===== src/rtl/seg_pkg.sv =====
// seg_pkg: shared constants for the four-digit seven-segment scanner.
//   PWM_W      - width of the brightness/PWM subslot counter
//   NUM_DIGITS - number of multiplexed digits
//   BLANK_CODE - register-file code that turns a digit fully off
//   HEX_TAB    - active-low {dp,g,f,e,d,c,b,a} patterns for hex 0..F, dp off
package seg_pkg;

   localparam int PWM_W      = 3;
   localparam int NUM_DIGITS = 4;

   localparam logic [5:0] BLANK_CODE = 6'b100000;

   // Index 0 is the rightmost entry, so HEX_TAB[h] is the pattern for h.
   localparam logic [15:0][7:0] HEX_TAB = {
      8'h8E, 8'h86, 8'hA1, 8'hC6, 8'h83, 8'h88, 8'h90, 8'h80,
      8'hF8, 8'h82, 8'h92, 8'h99, 8'hB0, 8'hA4, 8'hF9, 8'hC0
   };

endpackage


===== src/rtl/seg_decode.sv =====
// seg_decode: combinational code-to-segment decoder.
//   code : in  6  {blank, dp, hex[3:0]}
//   pat  : out 8  active-low {dp,g,f,e,d,c,b,a}
module seg_decode
   import seg_pkg::*;
(
   input  logic [5:0] code,
   output logic [7:0] pat
);

   always_comb begin
      pat = 8'hFF;
      if (!code[5])
         pat = {~code[4], HEX_TAB[code[3:0]][6:0]};
   end

endmodule


===== src/rtl/seg_scan_4.sv =====
// seg_scan_4: four-digit multiplexed seven-segment driver with PWM brightness.
//   clk        : in  1  system clock, rising edge
//   rst        : in  1  synchronous active-high reset
//   wr_en      : in  1  register-file write strobe
//   wr_addr    : in  2  digit index to write
//   wr_data    : in  6  {blank, dp, hex[3:0]}
//   bright     : in  3  brightness 0..7 (0 = 1/8 duty, 7 = full)
//   digit_sel  : out 4  active-low one-cold digit strobe
//   seg        : out 8  active-low segments {dp,g,f,e,d,c,b,a}
//   frame_tick : out 1  one-cycle pulse at the start of each new frame
module seg_scan_4
   import seg_pkg::*;
#(
   parameter int SCAN_DIV = 2499
) (
   input  logic       clk,
   input  logic       rst,
   input  logic       wr_en,
   input  logic [1:0] wr_addr,
   input  logic [5:0] wr_data,
   input  logic [2:0] bright,
   output logic [3:0] digit_sel,
   output logic [7:0] seg,
   output logic       frame_tick
);

   localparam int PRE_W = (SCAN_DIV < 1) ? 1 : $clog2(SCAN_DIV + 1);
   localparam logic [PRE_W-1:0] PRE_TC = PRE_W'(SCAN_DIV);

   logic [PRE_W-1:0]                 pre;
   logic [PWM_W-1:0]                 pwm;
   logic [1:0]                       cur;
   logic [NUM_DIGITS-1:0][5:0]       ent;
   logic                             tc;
   logic                             wrap;
   logic                             wrap_q;
   logic [7:0]                       dec_pat;

   assign tc   = (pre == PRE_TC);
   // Last terminal count of the last PWM subslot of the last digit.
   assign wrap = tc && (pwm == '1) && (cur == 2'd3);

   // Scan counters: prescaler -> PWM subslot -> digit index.
   always_ff @(posedge clk) begin
      if (rst) begin
         pre <= '0;
         pwm <= '0;
         cur <= '0;
      end else if (tc) begin
         pre <= '0;
         pwm <= pwm + PWM_W'(1);
         if (pwm == '1)
            cur <= cur + 2'd1;
      end else begin
         pre <= pre + PRE_W'(1);
      end
   end

   // Register file; reset has priority so a write in the reset cycle is lost.
   always_ff @(posedge clk) begin
      if (rst) begin
         for (int i = 0; i < NUM_DIGITS; i++)
            ent[i] <= BLANK_CODE;
      end else if (wr_en) begin
         ent[wr_addr] <= wr_data;
      end
   end

   seg_decode u_dec (
      .code (ent[cur]),
      .pat  (dec_pat)
   );

   // Outputs are registered from the current scan state, so they trail the
   // counters by one cycle; the frame tick is delayed one more so it lands on
   // the first strobe of digit 0 rather than on the counter wrap itself.
   always_ff @(posedge clk) begin
      if (rst) begin
         digit_sel  <= 4'b1111;
         seg        <= 8'hFF;
         wrap_q     <= 1'b0;
         frame_tick <= 1'b0;
      end else begin
         digit_sel  <= (pwm <= bright) ? ~(4'd1 << cur) : 4'b1111;
         seg        <= dec_pat;
         wrap_q     <= wrap;
         frame_tick <= wrap_q;
      end
   end

endmodule


===== config.mk =====
export PLATFORM = sky130hd
export DESIGN_NAME = seg_scan_4
export DESIGN_NICKNAME = d
export VERILOG_FILES = /design/src/rtl/seg_pkg.sv /design/src/rtl/seg_decode.sv /design/src/rtl/seg_scan_4.sv
export SDC_FILE = /design/constraint.sdc
export NUM_CORES = 1
export LEC_CHECK = 0
export ABC_AREA = 1
export BUFFER_PORTS_ARGS = -buffer_cell sky130_fd_sc_hd__buf_2
export CELL_PAD_IN_SITES_DETAIL_PLACEMENT = 1
export CELL_PAD_IN_SITES_GLOBAL_PLACEMENT = 2
export CORE_ASPECT_RATIO = 0.6
export CORE_MARGIN = 10
export CORE_UTILIZATION = 35
export CTS_BUF_LIST = sky130_fd_sc_hd__clkbuf_4 sky130_fd_sc_hd__clkbuf_8 sky130_fd_sc_hd__clkbuf_16
export DETAILED_ROUTE_END_ITERATION = 8
export PLACE_DENSITY = 0.86
export SETUP_SLACK_MARGIN = 0.1
export SYNTH_ARGS = -nofsm -noshare
export SYNTH_HDL_FRONTEND = slang
export SYNTH_SLANG_ARGS = --single-unit

===== constraint.sdc =====
create_clock -name clk -period 2.3 [get_ports clk]
set_input_delay 0.46 -clock clk [delete_from_list [all_inputs] [get_ports clk]]
set_output_delay 0.46 -clock clk [all_outputs]
set_load 0.03 [all_outputs]

==> results_dict.tcl <==
set metrics [dict create \
    period_share 0.735 \
    synth.top_cells.by_area "dfxtp_1 42%, nand2_1 12%, nor2_1 8.3%, ha_1 7.7%, nand3_1 7.1%" \
    yosys_most_used_dff "dfxtp_1" \
    max_freq_mhz 592 \
    cts_tree "done" \
    die_h_um 86.9 \
    cp_max_fo 9 \
    diodes 0 \
    whs_ns 0.417 \
    grt_pass1_vias 2314 \
    postCtsHoldBufs 0 \
    grt_pass1_wl_mm 12.1 \
    reg2reg_depth 8 \
    startpoint_type "register" \
    fin_tns_setup_ns 0 \
    route.detailed.drc 0 \
    hp-class "primary input to register" \
    rsz0062_at_grt "no" \
    crit_type "register to register" \
    syn-instance-count 354 \
    drive_above_1_share 0.156 \
    seqCellArea_um2 1100 \
    fp.coreArea_um2 7270 \
    firstDrtPassIters 4 \
    async_flop_share 0 \
    syn_to_final_growth_pct 14.7 \
    multi_input_area_um2 1350 \
    synth_edf_count 0 \
    reg2reg_to "seg[3]" \
    cp-end-kind "register" \
    hold_viol_final 0 \
    viasPerCell 4.73 \
    synthesis.nets 384 \
    finalCriticalPeriod_ns 1.69 \
    die_area_um2 11400 \
    worstReg2RegStart "cur[1]" \
    ys_ff_latch 55 \
    slowest_delay_ns 0.54 \
    numCtsBuffers 5 \
    path_cells "inv_2, nand3_1, nand2_2, ha_1, nand3b_1, nand3_1, nand2_1, nand2_1" \
    syn_area_um2 2610 \
    drt_iter0_markers 113 \
    crit_slowest_cell "dfxtp_1" \
    power_density_nw_per_um2 645 \
    clk_latency_ns 0.29 \
    netlist.area_leader.share 0.421 \
    start_util 0.360 \
    vias 2311 \
    tightest_slew_ns 0.567 \
    clock_sinks 55 \
    cts_setup_buffers 0 \
    p_leak_nw 1.29 \
    port_buffers 26 \
    place_congestion 0.792 \
    synth_top_cell_by_area "dfxtp_1" \
    reg2reg_slack_ns 0.61 \
    ios 27 \
    yosysSeqAreaShare 0.421 \
    path_clk_slew_ns 0.07 \
    slew_viol_final 0 \
    required_ns 2.54 \
    fin_util 0.412 \
    grt_util_all_layers 0.129 \
    n_fill_cell 952 \
    max_cap_violations 0 \
    dp_hpwl_mm 5.48 \
    final_nets 414 \
    cts-root-buf "clkbuf_16" \
    cts-resized-gates 0 \
    post_synth.cell_area_avg_um2 7.38 \
    ctsLongestPathBuffers 2 \
    final-setup-viol-count 0 \
    drtAntennaViolNets 0 \
    finalWirelength_mm 6.99 \
    yosys.cell_types.count 26 \
    timing.critical_path.to "seg[3]" \
    cp.arrival_ns 1.93 \
    htreeDepth 2 \
    placed_cell_area_um2 2850 \
    status "completed" \
    slew_headroom 0.621 \
    crit_start "cur[1]" \
    row_count 24 \
    final_cell_area_um2 3000 \
    yosys_warnings 0 \
    vdd_ir_drop_max_v 0.000265 \
    avgRoutedWirePerCell_um 14.3 \
    clock_skew_ns 0.00380 \
    antenna_found_initial 0 \
    overflow 0 \
    grt_max_degree 19 \
    fp.dieW_um 132 \
]
critical path, delay by kind of cell, from the launching register on:
family | cells | cell delay (ns)
buffers and inverters | 1 | 0.19
flip-flops | 1 | 0.54
adder cells (fa/ha/maj) | 1 | 0.33
AND/OR/NAND/NOR | 6 | 0.59
report_power, final:
group / switching, mW / leakage [nW] / total [mW] / internal, mW
registers: 0.0183 / 0.448 / 1.00 / 0.982
logic: 0.111 / 0.765 / 0.170 / 0.0591
clock network: 0.335 / 0.0747 / 0.762 / 0.427
total: 0.464 / 1.29 / 1.93 / 1.47
stage by stage:
stage | std cells | power, mW | setup slack (ns)
after global placement | 481 | 1.19 | 0.669
after global routing | 489 | 2.04 | 0.411
after floorplan | 354 | 1.13 | 0.741
after CTS | 489 | 1.96 | 0.602
final | 489 | 1.93 | 0.610
after detailed placement | 481 | 1.19 | 0.609
layer usage:
metal	routed length, um	track usage	up-vias	share of wire
li1	-	-	1196	-
met5	0	0	-	0
met4	46	0.0332	0	0.0066
met3	171	0.0317	2	0.024
met2	2720	0.182	32	0.39
met1	4060	0.190	1081	0.58
worst min path at each step:
stage                       from         end  cells past startpoint
after floorplan           wrap_q  frame_tick                      2
final                        rst     ent[19]                      2
after detailed placement  wrap_q  frame_tick                      2
after global routing         rst     ent[19]                      2
after global placement    pre[0]      pre[0]                      1
after CTS                    rst     ent[18]                      2
cells in the final DEF, fill, tap and decap left out:
cell type / count
nand3_4: 1
nand3_1: 37
xnor2_1: 3
or2_2: 1
dfxtp_1: 55
nand2_4: 3
a21oi_2: 1
clkinv_2: 1
nand3_2: 3
nor2_1: 58
nor2_2: 5
o21ai_0: 22
nand2_1: 84
nand4_1: 3
a21oi_1: 17
clkbuf_16: 5
buf_2: 26
inv_2: 4
buf_4: 3
clkbuf_4: 2
inv_1: 24
or2_1: 2
clkinv_4: 1
xor2_1: 1
or2_0: 2
nand2_2: 4
ha_1: 16
nand3b_1: 1
synth_stat cells, types with 4 or more instances:
| cell | number |
|---|---|
| nand2_1 | 84 |
| nor2_1 | 58 |
| dfxtp_1 | 55 |
| nand3_1 | 37 |
| inv_1 | 24 |
| o21ai_0 | 22 |
| a21oi_1 | 17 |
| ha_1 | 16 |
| nor2_2 | 5 |
| inv_2 | 4 |
| nand2_2 | 4 |
state kept, by name, summed over array words and instances, names as in the netlist:
name,flops
wrap_q,1
pre,12
pwm,3
digit_sel,4
ent,24
frame_tick,1
seg,8
cur,2
cell families (layout without fill, tap and decap cells):
logic type,Yosys count,count (layout),share of synthesized area
and+or+nand+nor,204,204,0.350
buffers and inverters,35,66,0.0608
xor gates and xnor gates,4,4,0.0134
AOI/OAI and AO/OA,40,40,0.0781
DFF,55,55,0.421
adders and majority gates,16,16,0.0766
final cells by class:
class	count	area share
Sequential cell	55	0.368
Timing Repair Buffer	29	0.0510
Multi-Input combinational cell	264	0.452
Clock inverter	1	0.00167
Inverter	29	0.0380
Tap cell	104	0.0434
Clock buffer	7	0.0468
Power figures use the tool's default switching activity.
